### src/rtl/instr_queue_pkg.sv
// Shared widths, constants and fetch FSM encodings for the instruction queue.
package instr_queue_pkg;
  localparam int PcLength    = 32;
  localparam int InstrLength = 32;
  localparam logic True  = 1'b1;
  localparam logic False = 1'b0;
  localparam logic [6:0] JalOpcode = 7'b1101111;

  typedef enum logic [1:0] {
    IDLE    = 2'd0,
    WAIT    = 2'd1,
    DISCARD = 2'd2
  } fetch_state_e;

  // JAL target: pc + sign-extended J-immediate.
  function automatic logic [PcLength-1:0] jal_target(input logic [PcLength-1:0] pc,
                                                     input logic [InstrLength-1:0] instr);
    logic [20:0] imm;
    imm = {instr[31], instr[19:12], instr[20], instr[30:21], 1'b0};
    return pc + {{(PcLength-21){imm[20]}}, imm};
  endfunction
endpackage

### src/rtl/instr_queue_if.sv
// Fetch-side bus: memory request/response, decoder head view, and ROB redirect.
interface instr_queue_if;
  import instr_queue_pkg::*;

  // Handshakes: is_fetch_to_mem/addr_to_mem stay asserted until the one-cycle
  // is_done_from_mem strobe (instr_from_mem valid with it); the decoder takes
  // the head in any cycle where !is_empty_to_dc && !is_stall_from_dispatch.
  logic                   is_stall_from_dispatch;
  logic                   is_jump_from_rob;
  logic [PcLength-1:0]    pc_jump_from_rob;
  logic                   is_fetch_to_mem;
  logic [PcLength-1:0]    addr_to_mem;
  logic                   is_done_from_mem;
  logic [InstrLength-1:0] instr_from_mem;
  logic                   is_empty_to_dc;
  logic [PcLength-1:0]    pc_to_dc;
  logic [InstrLength-1:0] instr_to_dc;

  modport master (
    input  is_stall_from_dispatch, is_jump_from_rob, pc_jump_from_rob,
    input  is_done_from_mem, instr_from_mem,
    output is_fetch_to_mem, addr_to_mem,
    output is_empty_to_dc, pc_to_dc, instr_to_dc
  );

  modport slave (
    output is_stall_from_dispatch, is_jump_from_rob, pc_jump_from_rob,
    output is_done_from_mem, instr_from_mem,
    input  is_fetch_to_mem, addr_to_mem,
    input  is_empty_to_dc, pc_to_dc, instr_to_dc
  );
endinterface

### src/rtl/instr_queue_fifo.sv
// Circular buffer of {pc, instr} pairs with flush; head view reads 0 when empty.
module instr_fifo
  import instr_queue_pkg::*;
#(
  parameter int Depth      = 16,
  parameter int AddrLength = 4
) (
  input  logic                   clk,
  input  logic                   rst,
  input  logic                   push,
  input  logic                   pop,
  input  logic                   flush,
  input  logic [PcLength-1:0]    push_pc,
  input  logic [InstrLength-1:0] push_instr,
  output logic [PcLength-1:0]    head_pc,
  output logic [InstrLength-1:0] head_instr,
  output logic                   full,
  output logic                   empty
);
  localparam logic [AddrLength:0] DepthCount = (AddrLength+1)'(Depth);

  logic [PcLength-1:0]    pc_mem    [Depth];
  logic [InstrLength-1:0] instr_mem [Depth];
  logic [AddrLength-1:0]  head;
  logic [AddrLength-1:0]  tail;
  logic [AddrLength:0]    count;

  assign empty      = (count == '0);
  assign full       = (count == DepthCount);
  assign head_pc    = empty ? '0 : pc_mem[head];
  assign head_instr = empty ? '0 : instr_mem[head];

  always_ff @(posedge clk) begin
    if (rst || flush) begin
      head  <= '0;
      tail  <= '0;
      count <= '0;
    end else begin
      // Pointers are exactly log2(Depth) wide, so increment wraps on its own.
      if (push) tail <= tail + 1'b1;
      if (pop)  head <= head + 1'b1;
      case ({push, pop})
        2'b10:   count <= count + 1'b1;
        2'b01:   count <= count - 1'b1;
        default: count <= count;
      endcase
    end
  end

  always_ff @(posedge clk) begin
    if (push && !flush && !rst) begin
      pc_mem[tail]    <= push_pc;
      instr_mem[tail] <= push_instr;
    end
  end
endmodule

### src/rtl/instr_queue.sv
// Fetch PC, single-outstanding memory fetch FSM and decoder-facing queue.
// Define JAL_PREDICT_EN to redirect fetch to JAL targets as they are enqueued.
module instr_queue
  import instr_queue_pkg::*;
#(
  parameter int                  QueueDepth      = 16,
  parameter int                  QueueAddrLength = 4,
  parameter logic [PcLength-1:0] ResetPc         = 32'h0
) (
  input  logic                 clk,
  input  logic                 rst,
  input  logic                 rdy,
  instr_queue_if.master        bus,
  output fetch_state_e         fsm_state
);
  fetch_state_e        state_q, state_d;
  logic                req_q, req_d;
  logic [PcLength-1:0] addr_q, addr_d;
  logic [PcLength-1:0] fetch_pc_q, fetch_pc_d;
  logic [PcLength-1:0] next_pc;
  logic                jump, done, push, pop, flush;
  logic                full, empty;

  assign jump  = bus.is_jump_from_rob;
  assign done  = bus.is_done_from_mem;
  assign push  = rdy && (state_q == WAIT) && done && !jump;
  assign pop   = rdy && !empty && !bus.is_stall_from_dispatch && !jump;
  assign flush = rdy && jump;

`ifdef JAL_PREDICT_EN
  assign next_pc = (bus.instr_from_mem[6:0] == JalOpcode)
                   ? jal_target(fetch_pc_q, bus.instr_from_mem)
                   : fetch_pc_q + 32'd4;
`else
  assign next_pc = fetch_pc_q + 32'd4;
`endif

  always_comb begin
    state_d    = state_q;
    req_d      = req_q;
    addr_d     = addr_q;
    fetch_pc_d = fetch_pc_q;
    if (push) fetch_pc_d = next_pc;
    if (jump) fetch_pc_d = bus.pc_jump_from_rob;
    case (state_q)
      IDLE: begin
        if (!jump && !full) begin
          state_d = WAIT;
          req_d   = True;
          addr_d  = fetch_pc_q;
        end
      end
      WAIT: begin
        // A jump with the response already here has nothing left to discard.
        if (jump) begin
          req_d   = False;
          state_d = done ? IDLE : DISCARD;
        end else if (done) begin
          req_d   = False;
          state_d = IDLE;
        end
      end
      DISCARD: begin
        req_d = False;
        if (done) state_d = IDLE;
      end
      default: begin
        req_d   = False;
        state_d = IDLE;
      end
    endcase
  end

  always_ff @(posedge clk) begin
    if (rst) begin
      state_q    <= IDLE;
      req_q      <= False;
      addr_q     <= '0;
      fetch_pc_q <= ResetPc;
    end else if (rdy) begin
      state_q    <= state_d;
      req_q      <= req_d;
      addr_q     <= addr_d;
      fetch_pc_q <= fetch_pc_d;
    end
  end

  instr_fifo #(
    .Depth      (QueueDepth),
    .AddrLength (QueueAddrLength)
  ) u_fifo (
    .clk        (clk),
    .rst        (rst),
    .push       (push),
    .pop        (pop),
    .flush      (flush),
    .push_pc    (fetch_pc_q),
    .push_instr (bus.instr_from_mem),
    .head_pc    (bus.pc_to_dc),
    .head_instr (bus.instr_to_dc),
    .full       (full),
    .empty      (empty)
  );

  assign bus.is_fetch_to_mem = req_q;
  assign bus.addr_to_mem     = addr_q;
  assign bus.is_empty_to_dc  = empty;
  assign fsm_state           = state_q;
endmodule

### src/flat_wrapper.sv
// flat-port wrapper written by rule: the top's interface ports become plain ports
module instr_queue_flat import instr_queue_pkg::*;
#(
  parameter int                  QueueDepth      = 16,
  parameter int                  QueueAddrLength = 4,
  parameter logic [PcLength-1:0] ResetPc         = 32'h0
)
  (clk, rst, rdy, fsm_state, bus_is_stall_from_dispatch, bus_is_jump_from_rob, bus_pc_jump_from_rob, bus_is_done_from_mem, bus_instr_from_mem, bus_is_fetch_to_mem, bus_addr_to_mem, bus_is_empty_to_dc, bus_pc_to_dc, bus_instr_to_dc);
  instr_queue_if bus_i ();
  input  logic clk;
  input  logic rst;
  input  logic rdy;
  output fetch_state_e fsm_state;
  input wire logic [$bits(bus_i.is_stall_from_dispatch)-1:0] bus_is_stall_from_dispatch;
  input wire logic [$bits(bus_i.is_jump_from_rob)-1:0] bus_is_jump_from_rob;
  input wire logic [$bits(bus_i.pc_jump_from_rob)-1:0] bus_pc_jump_from_rob;
  input wire logic [$bits(bus_i.is_done_from_mem)-1:0] bus_is_done_from_mem;
  input wire logic [$bits(bus_i.instr_from_mem)-1:0] bus_instr_from_mem;
  output wire logic [$bits(bus_i.is_fetch_to_mem)-1:0] bus_is_fetch_to_mem;
  output wire logic [$bits(bus_i.addr_to_mem)-1:0] bus_addr_to_mem;
  output wire logic [$bits(bus_i.is_empty_to_dc)-1:0] bus_is_empty_to_dc;
  output wire logic [$bits(bus_i.pc_to_dc)-1:0] bus_pc_to_dc;
  output wire logic [$bits(bus_i.instr_to_dc)-1:0] bus_instr_to_dc;
  assign bus_i.is_stall_from_dispatch = bus_is_stall_from_dispatch;
  assign bus_i.is_jump_from_rob = bus_is_jump_from_rob;
  assign bus_i.pc_jump_from_rob = bus_pc_jump_from_rob;
  assign bus_i.is_done_from_mem = bus_is_done_from_mem;
  assign bus_i.instr_from_mem = bus_instr_from_mem;
  assign bus_is_fetch_to_mem = bus_i.is_fetch_to_mem;
  assign bus_addr_to_mem = bus_i.addr_to_mem;
  assign bus_is_empty_to_dc = bus_i.is_empty_to_dc;
  assign bus_pc_to_dc = bus_i.pc_to_dc;
  assign bus_instr_to_dc = bus_i.instr_to_dc;
  instr_queue #(.QueueDepth(QueueDepth), .QueueAddrLength(QueueAddrLength), .ResetPc(ResetPc)) u_core (.clk(clk), .rst(rst), .rdy(rdy), .bus(bus_i), .fsm_state(fsm_state));
endmodule
### config.mk
export PLATFORM = sky130hd
export DESIGN_NAME = instr_queue_flat
export DESIGN_NICKNAME = d
export VERILOG_FILES = /design/src/rtl/instr_queue_pkg.sv /design/src/rtl/instr_queue_if.sv /design/src/rtl/instr_queue_fifo.sv /design/src/rtl/instr_queue.sv /design/src/flat_wrapper.sv
export SDC_FILE = /design/constraint.sdc
export NUM_CORES = 1
export LEC_CHECK = 0
export ABC_AREA = 0
export CORE_MARGIN = 2
export CORE_UTILIZATION = 57
export CTS_BUF_LIST = sky130_fd_sc_hd__clkbuf_4 sky130_fd_sc_hd__clkbuf_8
export DETAILED_ROUTE_END_ITERATION = 8
export MAX_ROUTING_LAYER = met4
export PLACE_DENSITY = 0.85
export SKIP_LAST_GASP = 1
export SLEW_MARGIN = 10
export SYNTH_ARGS = -nofsm -noshare
export SYNTH_HDL_FRONTEND = slang
export SYNTH_SLANG_ARGS = --single-unit
### constraint.sdc
create_clock -name clk -period 7.2 [get_ports clk]
set_input_delay 1.44 -clock clk [delete_from_list [all_inputs] [get_ports clk]]
set_output_delay 1.44 -clock clk [all_outputs]
set_load 0.01 [all_outputs]
Yosys cells after proc, flatten, opt, wreduce, memory -nomap -nowiden
Memory sizes are Yosys's and may differ from the RTL's. A register that Yosys moved wholly into a read port is not among the register bits.
Index checks and enable logic that the tools add are counted.
Widths: inputs -> output; s select.
Cells by class
  add/subtract/negate cells: 5
  eq/ne operators: 7
  mux-type cells: 20
  reductions and logical operators: 25
Operators by type and width (count)
  $mux 32: 4
  $add 32x3->32 const B: 1
  $mux 4: 4
  $logic_and 1x1->1: 10
  $pmux 5 s2: 1
  $add 4x1->4 const B: 2
  $mux 2: 4
  $logic_not 1->1: 6
  $pmux 2 s3: 1
  $reduce_and 3->1: 2
  $add 5x1->5 const B: 1
  $eq 5x5->1 const B: 1
  $logic_not 5->1: 1
  $mux 1: 5
  $sub 5x1->5 const B: 1
  $eq 2x1->1 const B: 2
  $eq 2x2->1 const B: 2
  $reduce_and 2->1: 2
  $reduce_bool 2->1: 2
  $ne 3x3->1 const B: 1
  $logic_not 2->1: 1
  $ne 2x1->1 const B: 1
  $pmux 1 s2: 1
  $logic_or 1x1->1: 1
Storage, ports and cells
  bits of input ports: 70
  register bits: 80
  memory bits (writable): 1024
  word-level logic and storage cells: 66
  output and inout bits: 100
  memories: 2
Memories
  u_core.u_fifo.instr_mem: words 16, bits a word 32, read ports 1, clocked after memory_dff 1, wr ports 1, RTL line instr_queue_fifo.sv:23  | logic [InstrLength-1:0] instr_mem [Depth];
  u_core.u_fifo.pc_mem: words 16, bits a word 32, read ports 1, clocked after memory_dff 1, wr ports 1, RTL line instr_queue_fifo.sv:22  | logic [PcLength-1:0] pc_mem [Depth];

Depth between registers and ports, before layout
  word-level depth: 8
  gate-level depth with buffers: 13
  depth with buffers taken out: 11

Modules after synthesis
From an unflattened synthesis, not the netlist that was laid out.
Unflattened totals
  cell total of the unflattened synthesis: 2124
  area total of the unflattened synthesis: 42858.6 µm²
By module, submodules not included
  instr_fifo: seq. area each 31089.8 µm², instances 1, area each 39654.3 µm², cells an instance 1709
  instr_queue: seq. area each 1341.3 µm², instances 1, area each 3204.3 µm², cells an instance 415

Worst setup path after synthesis
No wires, ideal clock.
  path kind: input -> register
  from: input bus_is_jump_from_rob
  to: memory u_core.u_fifo.instr_mem[3][0] (enable)
  arrival: 6.920 ns
  data required time: 6.635 ns
  setup slack: -0.284 ns
  stages: 7
  setup time: 0.565 ns
  path buffers: 1
  cell sequence: clkbuf_1 > nand2b_1 > nor2_1 > inv_1 > nor2_1 > nand2_1 > nor3_1
Between the ends
  longest elaborated chain between the ends: 6
  elaborated cells between the ends (all ways): 8
  classes of those cells: mux: 2; reduce/logical: 6
Ends and longest elaborated chain
  from (decl): RTL line flat_wrapper.sv:15  | input wire logic [$bits(bus_i.is_jump_from_rob)-1:0] bus_is_jump_from_rob;
  $logic_not 1->1 / $logic_and 1x1->1 (equally long branches): RTL line instr_queue.sv:26, instr_queue.sv:28
  $logic_and 1x1->1 / $logic_not 1->1 (equally long branches): RTL line instr_queue.sv:26, instr_queue_fifo.sv:51
  $logic_and 1x1->1 * (2 in series): RTL line instr_queue_fifo.sv:51  | if (push && !flush && !rst) begin
  $mux 1 *: RTL line instr_queue_fifo.sv:51
  $mux 1 (implied by the code) *: RTL line instr_queue_fifo.sv:53  | instr_mem[tail] <= push_instr;
  to (decl): RTL line instr_queue_fifo.sv:23
Every way passes the cells marked *; elsewhere a longest branch is shown, timed or not.

==> impl_metrics.json <==
{
  "finalHoldViolCount": 0,
  "worst_slack_ns": 1.54,
  "crit_top_cell": "mux4_2",
  "path_buf_inv": 2,
  "ant_nets": 0,
  "antenna_found_initial": 2,
  "synth_cell_type_count": 58,
  "synth_nets": 2129,
  "crit_type": "reg2out",
  "ioPinCount": 170,
  "yosysWarnings": 0,
  "wl_um": 96200,
  "wl_per_cell_um": 28.2,
  "dp_slack_ns": 2.21,
  "synth_flop_cell": "edfxtp_1",
  "cp_max_fo": 65,
  "p_leak_nw": 15.0,
  "vias": 22000,
  "grt_max_degree": 86,
  "outcome": "finished, final reports clean",
  "via_per_inst": 6.45,
  "peakVddDrop_uv": 206,
  "synthArstFlopShare": 0,
  "critPathLaunchType": "flip-flop",
  "finalNetCount": 2387,
  "cts_sinks": 1108,
  "cts-root-buf": "clkbuf_8",
  "synth.ff_latch_count": 1108,
  "worst_path_max_delay_cell": "dfxtp_4",
  "numPortBuffers": 169,
  "row_count": 100,
  "die_h_um": 278,
  "gr-usage-all-layers": 0.261,
  "critPathRequiredTime_ns": 5.76,
  "cts-htree-levels": 4,
  "fmax_mhz": 177,
  "clk_pin_slew_ns": 0.07,
  "die_w_um": 278,
  "setup_viol": 0,
  "period_needed_ns": 5.66,
  "cts_setup_buffers": 0,
  "hpwl_um": 53300,
  "tns_ns": 0,
  "drtPass1Iterations": 7,
  "holdPathStages": 2,
  "report.final.slew_viol_count": 0,
  "cp_top_family": "buffers and inverters",
  "final_common_cell": "edfxtp_1",
  "drt_iter0_drc": 2659,
  "syn_area_um2": 42900,
  "cpPeakStageDelay_ns": 0.99,
  "grt_pass1_vias": 22600,
  "post-synth-top-area-cell": "edfxtp_1",
  "start_util": 0.576,
  "fillerInstances": 4535,
  "layout.cells.non_filler": 3409,
  "power_mw": 12.1,
  "crit_chain": "buf_4 > mux4_2 > mux4_2 > nor2b_1 > clkdlybuf4s50_1",
  "die-area_um2": 77500,
  "hold_class": "reg2reg",
  "area_growth_pct": 14.3,
  "relSlewSlack": 0.314,
  "grt.overflow.total": 0,
  "drive_above_1_share": 0.266,
  "synthTopCellsByArea": "edfxtp_1 (72%), mux4_2 (17%), dfxtp_1 (3.9%)",
  "rsz0062_at_grt": "false",
  "core_area_um2": 74600,
  "period_share": 0.787,
  "cp.depth": 5,
  "fin_area_um2": 49100,
  "yosysTopAreaCellShare": 0.716,
  "cp-end-kind": "output port",
  "cts_tree": "yes",
  "synth_edf_count": 1024,
  "grt_pass1_wl_um": 143000,
  "avgSynthCellArea_um2": 20.9,
  "syn_inst": 2050,
  "tightest_slew_ns": 1.03,
  "placed_area_um2": 45900,
  "gp_congestion": 0.865,
  "pwr_density_cell_nw_per_um2": 247,
  "yosysSeqAreaShare": 0.755,
  "worstPathArrival_ns": 4.22,
  "clock_skew_ns": 0.0359,
  "cts.repair.resized": 0,
  "final_cell_mix": "edfxtp_1 (1024), mux4_2 (320), clkbuf_8 (171), clkdlybuf4s50_1 (167), nand2_1 (103)",
  "clock_path_buffers": 3,
  "worst_skew_pair.late_latency_ns": 0.81,
  "postCtsHoldBufs": 0,
  "placed_cells": 3112,
  "drcViolationCount": 0,
  "drv_cap": 0,
  "r2r_cells": 9,
  "cts_buffers": 163
}
-- path summary, 6_finish.rpt --
kind	startpoint	slack (ns)	end
max	flip-flop	1.54	bus_pc_to_dc[29]
min	u_core.bus.addr_to_mem[0]	0.47	u_core.bus.addr_to_mem[0]
max reg2reg	u_core.u_fifo.count[1]	3.63	u_core.u_fifo.count[4]
min reg2reg	u_core.bus.addr_to_mem[0]	0.47	u_core.bus.addr_to_mem[0]
-- per-layer routing --
metal / global-route usage / vias up / share of wire
met4: 0.0764 / 0 / 0.020
met1: 0.350 / 11400 / 0.38
met5: - / - / 0
li1: - / 9037 / -
met3: 0.0487 / 151 / 0.093
met2: 0.416 / 1418 / 0.51
-- power breakdown --
part / total [mW] / internal (mW) / switching [mW] / leakage, nW
sequential: 7.11 / 7.04 / 0.0698 / 10.1
combinational: 0.193 / 0.0791 / 0.114 / 3.26
clock: 4.83 / 2.55 / 2.27 / 1.67
total: 12.1 / 9.68 / 2.46 / 15.0
-- per-stage QoR --
stage | util | hold WS [ns]
5_1_grt | 0.658 | 0.484
4_1_cts | 0.658 | 0.467
6_report | 0.658 | 0.466
2_1_floorplan | - | 0.472
3_3_place_gp | 0.616 | 0.448
3_5_place_dp | 0.616 | 0.453
-- kinds of logic (layout without fill, tap and decap cells) --
logic type	Yosys count	count (layout)	synth area share
and+or+nand+nor	320	320	0.0368
xor gates and xnor gates	10	10	0.00204
buffers and inverters	132	520	0.0124
AOI/OAI and AO/OA	144	144	0.0213
muxes	327	327	0.170
DFF	1108	1108	0.755
other	0	2	0
adders and majority gates	9	9	0.00262
-- cell type report --
cell class | instances | area (um^2) | share of cell area
flip-flops and latches | 1108 | 32400 | 0.661
multi-input cells | 810 | 10100 | 0.206
clock buffers | 225 | 2760 | 0.0562
repair buffers | 214 | 2120 | 0.0432
well taps | 969 | 1210 | 0.0247
clock inverters | 70 | 375 | 0.00765
inverters | 11 | 41.3 | 0.000841
diodes | 2 | 5.00 | 0.000102
-- synth_stat cells (4+ instances only) --
cell and n:
a211oi_1 9, a21oi_1 59, a22oi_1 4, a31oi_1 8, and3_1 8, buf_1 11
buf_2 29, clkbuf_1 81, dfxtp_1 84, edfxtp_1 1024, ha_1 9, inv_1 11
mux2i_1 6, mux4_2 320, nand2_1 104, nand2b_1 14, nand3_1 9, nand4_1 10
nor2_1 68, nor2b_1 65, nor3_1 14, nor4_1 7, o21a_1 4, o21ai_0 16
o21bai_1 4, o31ai_1 11, or3_1 4, or4_1 4, xor2_1 8
-- sequential cells by signal (all words and copies together) (netlist names), named ones only --
name / flops
u_core.u_fifo.instr_mem: 512
u_core.fetch_pc_q: 32
u_core.bus.addr_to_mem: 32
u_core.bus.is_fetch_to_mem: 1
u_core.u_fifo.head: 4
u_core.fsm_state: 2
u_core.u_fifo.tail: 4
u_core.u_fifo.pc_mem: 512
u_core.u_fifo.count: 5
-- tightest hold or removal path: stages, from the launching register on --
cell	delay (ns)
dfxtp_1	0.32
nand2_1	0.05
a21oi_1	0.05
No activity file was read; power rests on OpenSTA's default activity.
